[src/rtl/vid_timing_gen.sv]
// Video timing generator with built-in test patterns. Produces hs/vs/de, pixel
// coordinates and a 24-bit RGB pattern. Start and stop only take effect at frame boundaries.
module vid_timing_gen #(
    parameter int H_ACTIVE = 640,
    parameter int H_FP     = 16,
    parameter int H_SYNC   = 96,
    parameter int H_BP     = 48,
    parameter int V_ACTIVE = 480,
    parameter int V_FP     = 10,
    parameter int V_SYNC   = 2,
    parameter int V_BP     = 33,
    parameter bit HS_POL   = 1'b0,
    parameter bit VS_POL   = 1'b0,
    parameter int CW       = 12
) (
    input  logic          clk_i,
    input  logic          rst_i,
    input  logic          en_i,
    input  logic [1:0]    pattern_sel_i,
    input  logic [23:0]   color_i,
    output logic          hs_o,
    output logic          vs_o,
    output logic          de_o,
    output logic          sof_o,
    output logic          eol_o,
    output logic [CW-1:0] x_o,
    output logic [CW-1:0] y_o,
    output logic [23:0]   rgb_o
);

    localparam int H_TOTAL = H_ACTIVE + H_FP + H_SYNC + H_BP;
    localparam int V_TOTAL = V_ACTIVE + V_FP + V_SYNC + V_BP;

    localparam logic [CW-1:0] ONE_C     = CW'(1);
    localparam logic [CW-1:0] H_ACT_C   = CW'(H_ACTIVE);
    localparam logic [CW-1:0] H_EOL_C   = CW'(H_ACTIVE - 1);
    localparam logic [CW-1:0] H_LAST_C  = CW'(H_TOTAL - 1);
    localparam logic [CW-1:0] HS_BEG_C  = CW'(H_ACTIVE + H_FP);
    localparam logic [CW-1:0] HS_END_C  = CW'(H_ACTIVE + H_FP + H_SYNC);
    localparam logic [CW-1:0] V_ACT_C   = CW'(V_ACTIVE);
    localparam logic [CW-1:0] V_LAST_C  = CW'(V_TOTAL - 1);
    localparam logic [CW-1:0] VS_BEG_C  = CW'(V_ACTIVE + V_FP);
    localparam logic [CW-1:0] VS_END_C  = CW'(V_ACTIVE + V_FP + V_SYNC);
    localparam logic [CW-1:0] BW_LAST_C = CW'(H_ACTIVE / 8 - 1);

    localparam logic [0:0] ST_IDLE = 1'b0;
    localparam logic [0:0] ST_RUN  = 1'b1;

    logic [0:0]    state_r, state_nx_s;
    logic [CW-1:0] h_cnt_r, h_nx_s, v_cnt_r, v_nx_s;
    logic [CW-1:0] bar_cnt_r, bar_cnt_nx_s;
    logic [2:0]    bar_idx_r, bar_idx_nx_s;
    logic [1:0]    pat_r, pat_s;
    logic [23:0]   color_r, col_s, pix_s;
    logic          run_s, at_origin_s, h_last_s, v_last_s, active_s, hs_win_s, vs_win_s;
    logic          hs_s, vs_s, de_s, sof_s, eol_s;
    logic [CW-1:0] x_s, y_s;
    logic [23:0]   rgb_s;

    function automatic logic [23:0] bar_color(input logic [2:0] idx);
        case (idx)
            3'd0:    bar_color = 24'hFFFFFF;
            3'd1:    bar_color = 24'hFFFF00;
            3'd2:    bar_color = 24'h00FFFF;
            3'd3:    bar_color = 24'h00FF00;
            3'd4:    bar_color = 24'hFF00FF;
            3'd5:    bar_color = 24'hFF0000;
            3'd6:    bar_color = 24'h0000FF;
            default: bar_color = 24'h000000;
        endcase
    endfunction

    // Decode counter position; at (0,0) the incoming pattern is used directly so it is
    // in effect from the first pixel of the frame in which it is latched.
    always_comb begin
        run_s       = (state_r == ST_RUN);
        at_origin_s = (h_cnt_r == '0) && (v_cnt_r == '0);
        h_last_s    = (h_cnt_r == H_LAST_C);
        v_last_s    = (v_cnt_r == V_LAST_C);
        active_s    = (h_cnt_r < H_ACT_C) && (v_cnt_r < V_ACT_C);
        hs_win_s    = (h_cnt_r >= HS_BEG_C) && (h_cnt_r < HS_END_C);
        vs_win_s    = (v_cnt_r >= VS_BEG_C) && (v_cnt_r < VS_END_C);
        pat_s       = at_origin_s ? pattern_sel_i : pat_r;
        col_s       = at_origin_s ? color_i : color_r;
    end

    // Next-state for the run/idle FSM, raster counters and colour-bar counter.
    always_comb begin
        state_nx_s   = state_r;
        h_nx_s       = '0;
        v_nx_s       = '0;
        bar_cnt_nx_s = '0;
        bar_idx_nx_s = 3'd0;
        case (state_r)
            ST_IDLE: begin
                state_nx_s = en_i ? ST_RUN : ST_IDLE;
            end
            ST_RUN: begin
                state_nx_s = (h_last_s && v_last_s && !en_i) ? ST_IDLE : ST_RUN;
                h_nx_s     = h_last_s ? '0 : h_cnt_r + ONE_C;
                if (h_last_s) begin
                    v_nx_s = v_last_s ? '0 : v_cnt_r + ONE_C;
                end else begin
                    v_nx_s = v_cnt_r;
                end
                if (h_last_s) begin
                    bar_cnt_nx_s = '0;
                    bar_idx_nx_s = 3'd0;
                end else if (h_cnt_r < H_ACT_C) begin
                    if (bar_cnt_r == BW_LAST_C) begin
                        bar_cnt_nx_s = '0;
                        bar_idx_nx_s = bar_idx_r + 3'd1;
                    end else begin
                        bar_cnt_nx_s = bar_cnt_r + ONE_C;
                        bar_idx_nx_s = bar_idx_r;
                    end
                end else begin
                    bar_cnt_nx_s = bar_cnt_r;
                    bar_idx_nx_s = bar_idx_r;
                end
            end
            default: begin
                state_nx_s = ST_IDLE;
            end
        endcase
    end

    // Test-pattern pixel for the current counter position.
    always_comb begin
        pix_s = 24'h000000;
        case (pat_s)
            2'd0:    pix_s = bar_color(bar_idx_r);
            2'd1:    pix_s = {h_cnt_r[7:0], h_cnt_r[7:0], h_cnt_r[7:0]};
            2'd2:    pix_s = (h_cnt_r[5] ^ v_cnt_r[5]) ? 24'hFFFFFF : 24'h000000;
            2'd3:    pix_s = col_s;
            default: pix_s = 24'h000000;
        endcase
    end

    // Output values for the next clock; everything is forced inactive outside RUN/de.
    always_comb begin
        hs_s  = ~HS_POL;
        vs_s  = ~VS_POL;
        de_s  = 1'b0;
        sof_s = 1'b0;
        eol_s = 1'b0;
        x_s   = '0;
        y_s   = '0;
        rgb_s = 24'h000000;
        if (run_s) begin
            hs_s = hs_win_s ? HS_POL : ~HS_POL;
            vs_s = vs_win_s ? VS_POL : ~VS_POL;
            if (active_s) begin
                de_s  = 1'b1;
                sof_s = at_origin_s;
                eol_s = (h_cnt_r == H_EOL_C);
                x_s   = h_cnt_r;
                y_s   = v_cnt_r;
                rgb_s = pix_s;
            end else begin
                de_s = 1'b0;
            end
        end else begin
            hs_s = ~HS_POL;
            vs_s = ~VS_POL;
        end
    end

    // State, counters, per-frame pattern latch and registered outputs.
    always_ff @(posedge clk_i) begin
        if (rst_i) begin
            state_r   <= ST_IDLE;
            h_cnt_r   <= '0;
            v_cnt_r   <= '0;
            bar_cnt_r <= '0;
            bar_idx_r <= 3'd0;
            pat_r     <= 2'd0;
            color_r   <= 24'h000000;
            hs_o      <= ~HS_POL;
            vs_o      <= ~VS_POL;
            de_o      <= 1'b0;
            sof_o     <= 1'b0;
            eol_o     <= 1'b0;
            x_o       <= '0;
            y_o       <= '0;
            rgb_o     <= 24'h000000;
        end else begin
            state_r   <= state_nx_s;
            h_cnt_r   <= h_nx_s;
            v_cnt_r   <= v_nx_s;
            bar_cnt_r <= bar_cnt_nx_s;
            bar_idx_r <= bar_idx_nx_s;
            if (run_s && at_origin_s) begin
                pat_r   <= pattern_sel_i;
                color_r <= color_i;
            end else begin
                pat_r   <= pat_r;
                color_r <= color_r;
            end
            hs_o  <= hs_s;
            vs_o  <= vs_s;
            de_o  <= de_s;
            sof_o <= sof_s;
            eol_o <= eol_s;
            x_o   <= x_s;
            y_o   <= y_s;
            rgb_o <= rgb_s;
        end
    end

endmodule

[config.mk]
export PLATFORM = sky130hd
export DESIGN_NAME = vid_timing_gen
export DESIGN_NICKNAME = d
export VERILOG_FILES = /design/src/rtl/vid_timing_gen.sv
export SDC_FILE = /design/constraint.sdc
export NUM_CORES = 1
export LEC_CHECK = 0
export CORE_MARGIN = 1.5
export CORE_UTILIZATION = 25
export CTS_BUF_LIST = sky130_fd_sc_hd__clkbuf_4
export DETAILED_ROUTE_END_ITERATION = 8
export PLACE_DENSITY = 0.53
export SYNTH_ARGS = -nofsm -noshare
export SYNTH_HDL_FRONTEND = slang
export SYNTH_SLANG_ARGS = --single-unit
[constraint.sdc]
create_clock -name clk_i -period 6.9 [get_ports clk_i]
set_clock_uncertainty 0.05 [all_clocks]
set_input_delay 2.07 -clock clk_i [delete_from_list [all_inputs] [get_ports clk_i]]
set_output_delay 2.07 -clock clk_i [all_outputs]
set_load 0.02 [all_outputs]
Word level (Yosys, flattened, before mapping)
Index checks and enable logic that the tools add are counted.
{ "classes": {"add_sub_neg": 4, "n_mul": 0, "div": 0, "order_cmp": 6, "eq_ne": 13, "n_shift": 0, "mux": 13, "bitwise_logic": 3, "n_reduce_logical": 16} }
{ "ops": {"columns": ["op", "count"], "rows": [
  ["$pmux 24 s7", 1],
  ["$pmux 24 s4", 1],
  ["$mux 24", 2],
  ["$add 12x1->12 const B", 3],
  ["$eq 12x10->1 const B", 3],
  ["$logic_not 12->1", 2],
  ["$lt 12x10->1 const B", 2],
  ["$lt 12x9->1 const B", 2],
  ["$mux 12", 2],
  ["$eq 12x7->1 const B", 1],
  ["$ge 12x10->1 const B", 1],
  ["$ge 12x9->1 const B", 1],
  ["$eq 3x3->1 const B", 3],
  ["$logic_and 1x1->1", 7],
  ["$eq 3x2->1 const B", 2],
  ["$reduce_or 3->1", 2],
  ["$mux 1", 5],
  ["$eq 2x2->1 const B", 2],
  ["$add 3x1->3 const B", 1],
  ["$eq 3x1->1 const B", 1],
  ["$logic_not 3->1", 1],
  ["$eq 2x1->1 const B", 1],
  ["$logic_not 2->1", 1],
  ["$mux 2", 1],
  ["other kinds (6)", 7]
]} }
{ "totals": {"reg_bits": 119, "latchBits": 0, "ramBits": 0, "rom_bits": 0, "out_inout_bits": 53, "elab_cells": 70, "memories": 0} }

Depth between registers and ports, before layout
Gate-level depths: netlist of the first run.
{ "depth": {"ltp_word": 5, "ltp_mapped": 10, "ltp_nobuf": 7} }

Worst setup path before layout of the first run
OpenSTA, ideal clock, no wires.
{ "synth_timing": {"path_type": "in2reg", "startpoint": "in rst_i", "endpoint": "reg rgb_o[10]", "arrival_ps": 3193, "required_ps": 6769, "setup_slack_ps": 3576, "stages": 6, "path_cell_list": "nand2b_1 nor4_1 nand3_1 clkbuf_1 clkbuf_1 a41oi_1"} }
{ "synth_between": {"elab_chain_len": 1} }
{ "synth_lines": {"columns": ["element", "line", "text"], "rows": [
  ["from (decl)", "17", "input logic rst_i,"],
  ["$reduce_or 3->1 (no line)", null, null],
  ["to (signal assigned)", "207", "rgb_o <= rgb_s;"],
  ["to (decl)", "28", "output logic [23:0] rgb_o"]
]} }
Every way passes these cells.
A chain may end at the register's enable or synchronous reset.

Final worst setup path of the first run
{ "layout_timing": {"startpoint": "in rst_i", "endpoint": "reg eol_o"} }
{ "layout_between": {"elab_chain_len": 1} }
{ "layout_lines": {"columns": ["element", "line", "text"], "rows": [
  ["$reduce_or 3->1 (no line)", null, null],
  ["to (signal assigned)", "204", "eol_o <= eol_s;"],
  ["to (decl)", "25", "output logic eol_o,"]
]} }
Every way passes these cells.

==> results of run 1 <==
registers in the layout (all words and copies together) (netlist names):
register and flops:
de_o 1, rgb_o 24, run_s 1, vs_o 1
x_o 12, color_r 24, hs_o 1, bar_idx_r 3
bar_cnt_r 12, v_cnt_r 12, h_cnt_r 12, y_o 12
eol_o 1, sof_o 1, pat_r 2
kinds of logic (layout without fill, tap and decap cells):
logic type	after synthesis	in the layout
other cells	1	6
mux	31	31
flops	119	119
simple gates	227	227
compound gates	49	49
fa+ha+maj	10	10
xor+xnor	33	33
buf+inv	48	131
layout make-up:
cell class / count / area, sq um
antenna: 1 / 2.502
clock inverter: 13 / 108.9
sequential: 119 / 2382
fill: 1946 / 12800
tap: 260 / 325.3
inverter: 14 / 52.55
clock buffer: 19 / 142.6
timing repair buffer: 85 / 840.8
multi-input combinational: 355 / 2300
stage by stage:
stage / area [sq um] / hold slack (ns) / total power [mW] / util [%]
6_report: 6155 / 0.4578 / 1.324 / 32.47
5_1_grt: 6155 / 0.4877 / 1.392 / 32.47
4_1_cts: 6152 / 0.4644 / 1.347 / 32.46
3_5_place_dp: 5901 / 0.4364 / 0.8879 / 31.13
3_3_place_gp: 5901 / 0.4245 / 0.8836 / 31.13
2_1_floorplan: 4902 / 0.4076 / 0.8268 / -
critical path, stage by stage:
cell             delay [ns]
clkdlybuf4s50_1        0.46
buf_4                  0.32
nand2b_1               0.26
nor4_1                 0.09
nand3_1                0.09
buf_4                  0.33
inv_1                  0.31
and2_1                 0.26
and3_1                 0.16
cell usage in the layout, fill, tap and decap left out, drive strengths merged, types with 2 or more instances in the layout:
| cell type | count |
|---|---|
| nor2 | 80 |
| nand4 | 9 |
| xnor2 | 16 |
| clkinv | 9 |
| clkdlybuf4s50 | 81 |
| nand2b | 2 |
| nand2 | 13 |
| buf | 4 |
| ha | 10 |
| dfxtp | 119 |
| conb | 5 |
| nor3 | 5 |
| and2 | 18 |
| o21ai | 17 |
| nor4 | 7 |
| inv | 14 |
| xor2 | 17 |
| or4 | 4 |
| or2 | 5 |
| a41oi | 24 |
| a21oi | 2 |
| and4 | 6 |
| clkinvlp | 3 |
| mux2i | 31 |
| and3 | 7 |
| nand3 | 62 |
| nor4b | 5 |
| clkbuf | 19 |
layer usage:
metal | GRT usage [%] | vias to the layer above
met1 | 15.74 | 1958
met2 | 21.33 | 126
met4 | 5.860 | 0
met5 | 0 | -
li1 | - | 1962
met3 | 4.527 | 22
worst paths after layout:
check | cells after the start | end | from | slack [ns]
setup / recovery | 9 | eol_o | rst_i | 2.92
hold / removal | 2 | color_r[4] | color_r[4] | 0.46
setup reg to reg | 5 | rgb_o[17] | v_cnt_r[5] | 3.53
hold reg to reg | 2 | color_r[4] | color_r[4] | 0.46
where the power goes:
group | switching (mW) | leakage (nW) | internal (mW) | total, mW
logic | 0.0855 | 1.05 | 0.0647 | 0.150
clock network | 0.269 | 0.131 | 0.183 | 0.452
registers | 0.0115 | 0.968 | 0.710 | 0.722
total | 0.366 | 2.15 | 0.958 | 1.32
==> out/metrics.cfg, run 1 <==
[detailed_routing]
first_iter_violations=279
routed.top_layer=met4
post_drt_wl_per_cell_um=14.82
ant_nets=0
drc=0
viasPerCell=4.697
wl_um=12830
met1_length_um=5544
num_vias=4068
drt_first_pass_iters=5
wl_met2_um=6189
dr_wl_met3_um=809

[synthesis]
synthAdderAreaFrac_pct=2.560
muxShareOfSynthArea_pct=6.861
synth_cell_types=42
ys_seq_area_share_pct=48.75
yosys_warnings=0
synth_seq_cells=119
synth_top_family_by_area=simple AND/OR/NAND/NOR gates
synthesis.area_sq_um=4887
synth_xor_area_share_pct=5.914
synth_top_area_share_pct=48.75
synth_most_common_cell=dfxtp_1
yosys_most_used_dff=dfxtp_1
syn_avg_cell_area_sq_um=9.435
synthSimpleGateAreaFrac_pct=23.96
syn_inst=518
synth-edff-count=0
async_flop_share_pct=0
synth_area_leader_cell=dfxtp_1
synth_common_cells=dfxtp_1, nor2_1, nand3_1
synthTopCellsByArea=dfxtp_1, nand3_1, nor2_1
synth_compound_area_share_pct=7.271

[status]
status=completed

[power]
power.leakage_nw=2.153
power_density_nw_per_um2=215.2
peakVddDrop_mv=0.08892

[placement]
gp_congestion=0.8510
pre_cts_ws_ns=2.334
hpwl_um=8901
dp_cells=833
io_buffer_count=81

[cts]
cts_setup_buffers=0
post_cts_resized=0
htree_levels=4
clk_latency_ns=0.53
numCtsBuffers=17
clock-sinks=119
cts_tree=done
clockBufferDepth=2
root_buffer=clkbuf_4
clkTransAtPathRegs_ns=0.11
cts-hold-fix-buffers=0

[grt]
grt_pass1_vias=3965
grt_pass1_wl_um=20510
grt_use_total_pct=13.16
antenna_found_initial=1
grt_max_degree=31
grt_remaining_overflow=0

[timing]
fin_tns_setup_ns=0
maxSlewViolCount=0
hold_viol=0
tightest_slew_ns=1.229
fin_crit_ns=3.979
fmax_mhz=251.3
rsz0062_at_grt=no
min_period_over_period_pct=57.66
setup-violations-final=0
slew_headroom_pct=18.10
final.setup.worst_slack_ns=2.921

[floorplanning]
fp-row-count=50
core_area_sq_um=18960
start_util_pct=25.78
die_w_um=142.8
ios=82
chipHeight_um=142.8
dieArea_sq_um=20400

[critical_path]
criticalPathCategory=in2reg
critPathLaunchType=primary input
critPathMaxFanout=30
worstPathRequired_ns=7.29
end_kind=flop
arrival_ns=4.36

[job]
max-cap-violations=0

[finish]
nNetsFinal=631
drive_above_1_share_pct=7.273
area_growth_pct=25.93
stdcell_count=866

[worst_hold_path]
min_path_type=reg2reg

Note: power is estimated with default switching activity, not from simulation.
==> run 2, diff against run 1 <==
--- a/config.mk
+++ b/config.mk
@@ -9,7 +9,7 @@
 export CORE_UTILIZATION = 25
 export CTS_BUF_LIST = sky130_fd_sc_hd__clkbuf_4
 export DETAILED_ROUTE_END_ITERATION = 8
-export PLACE_DENSITY = 0.53
+export PLACE_DENSITY = 0.54
 export SYNTH_ARGS = -nofsm -noshare
 export SYNTH_HDL_FRONTEND = slang
 export SYNTH_SLANG_ARGS = --single-unit
==> constraint.sdc (replaced) <==
create_clock -name clk_i -period 3.6 [get_ports clk_i]
set_clock_uncertainty 0.05 [all_clocks]
set_input_delay 1.08 -clock clk_i [delete_from_list [all_inputs] [get_ports clk_i]]
set_output_delay 1.08 -clock clk_i [all_outputs]
set_load 0.02 [all_outputs]
==> out/metrics.cfg, run 2 (synthesis results as in run 1) <==
[critical_path]
regToRegSetupSlack_ns=0.52  ; -3.01 ns
critPathMaxFanout=9  ; -70%
slowest_delay_ns=0.72  ; +0.26 ns
worstPathRequired_ns=3.90  ; -3.39 ns
cp_slowest_cell=o21ai_0
arrival_ns=3.39  ; -0.97 ns
end_kind=flop
r2r_start=v_cnt_r[5]
reg2reg_depth=5  ; unchanged
worstSetupStartpoint=v_cnt_r[5]
path_cells=or4_4 > or4_4 > o211a_1 > o21ai_0 > a41oi_1
criticalPathCategory=reg2reg
crit_path_end=rgb_o[4]
crit_path_frequent_cell=or4_4
critPathLaunchType=flop
r2r-end=rgb_o[4]

[timing]
min_period_over_period_pct=85.67
maxSlewViolCount=0  ; unchanged
holdWs_ns=0.4559  ; -0.001869 ns
tightest_slew_ns=0.9914  ; -0.2371 ns
fmax_mhz=324.2
setup-violations-final=0  ; unchanged
slew_headroom_pct=33.91  ; +16 points
rsz0062_at_grt=no
fin_crit_ns=3.084
fin_tns_setup_ns=0  ; unchanged
hold_viol=0  ; unchanged
final.setup.worst_slack_ns=0.5158  ; -2.406 ns

[cts]
clock-sinks=119  ; unchanged
cts_tree=done
root_buffer=clkbuf_4
htree_levels=4  ; unchanged
post_cts_resized=0  ; unchanged
cts_setup_buffers=0  ; unchanged
clk_latency_ns=0.52  ; about the same
clockBufferDepth=2  ; unchanged
numCtsBuffers=17  ; unchanged
clkTransAtPathRegs_ns=0.11  ; about the same
cts-hold-fix-buffers=0  ; unchanged

[placement]
hpwl_um=8908  ; about the same
pre_cts_ws_ns=0.4955  ; -1.838 ns
io_buffer_count=81  ; unchanged
dp_cells=837  ; +0.48%
gp_congestion=0.8280  ; -2.7%

[grt]
grt_max_degree=30  ; -3.2%
antenna_found_initial=1  ; unchanged
grt_pass1_vias=3982  ; +0.43%
grt_remaining_overflow=0  ; unchanged
grt_pass1_wl_um=20530  ; +0.10%
grt_use_total_pct=13.09  ; -0.076 points

[finish]
nFillCells=1934  ; -0.62%
fin_util_pct=33.02  ; +0.55 points
final_cell_mix=dfxtp_1, clkdlybuf4s50_1, nor2_1
drive_above_1_share_pct=8.046  ; +0.77 points
nNetsFinal=635  ; +0.63%
area_growth_pct=28.06
final_common_cell=dfxtp_1
stdcell_count=870  ; +0.46%
reg.largest.list=color_r: 24 flops, rgb_o: 24 flops

[floorplanning]
chipHeight_um=142.8  ; unchanged
dieArea_sq_um=20400  ; unchanged
fp-row-count=50  ; unchanged
core_area_sq_um=18960  ; unchanged
ios=82  ; unchanged
die_w_um=142.8  ; unchanged
start_util_pct=25.78  ; unchanged

[detailed_routing]
first_iter_violations=270  ; -3.2%
drc=0  ; unchanged
wl_um=12750  ; -0.65%
num_vias=3995  ; -1.8%
post_drt_wl_per_cell_um=14.65  ; -1.1%
ant_nets=0  ; unchanged
drt_first_pass_iters=4  ; -1
viasPerCell=4.592  ; -2.2%

[power]
power_density_nw_per_um2=437.2  ; +100%
peakVddDrop_mv=0.1522  ; +71%
power.leakage_nw=2.207  ; +2.5%

[worst_hold_path]
min_path_type=reg2reg

[status]
status=completed

[job]
max-cap-violations=0  ; unchanged

[run 2: per-layer routing]
| metal | wire, um | track usage (%) |
|---|---|---|
| met2 | 6303 | 21.97 |
| met5 | 0 | 0 |
| met3 | 495 | 3.253 |
| met4 | 210 | 5.697 |
| met1 | 5738 | 15.85 |
[run 2: worst min path at each step]
stage,slack (ns),startpoint,cells past startpoint,end
floorplan,0.41,h_cnt_r[0],1,h_cnt_r[0]
finish,0.46,bar_idx_r[2],2,bar_idx_r[2]
detailed placement,0.43,color_r[5],2,color_r[5]
global route,0.49,bar_idx_r[2],2,bar_idx_r[2]
CTS,0.46,bar_idx_r[2],2,bar_idx_r[2]
global placement,0.42,color_r[1],2,color_r[1]
[run 2: where the power goes]
| part | leakage (nW) | switching [mW] | total [mW] | internal [mW] |
|---|---|---|---|---|
| Combinational | 1.07 | 0.164 | 0.292 | 0.128 |
| Sequential | 0.968 | 0.0228 | 1.38 | 1.36 |
| Clock | 0.165 | 0.508 | 1.06 | 0.552 |
[run 2: stage by stage]
step	cell area (sq um)	power (mW)
6_report	6259	2.736
4_1_cts	6256	2.774
3_5_place_dp	5938	1.706
5_1_grt	6259	2.855
2_1_floorplan	4902	1.585
3_3_place_gp	5938	1.702
[run 2: cell type report]
type	instances	area (sq um)	area share, %
Tap cell	260	325.3	5.198
Inverter	14	52.55	0.8397
Clock buffer	18	135.1	2.159
Sequential cell	119	2382	38.06
Antenna cell	1	2.502	0.03998
Clock inverter	14	182.7	2.919
Timing Repair Buffer	89	870.8	13.91
Multi-Input combinational cell	355	2307	36.87
[run 2: worst max-delay path, delay by kind of cell (launching register included)]
family	cells	cell delay, ns
flops	1	0.44
compound gates	3	1.26
simple gates	2	1.16
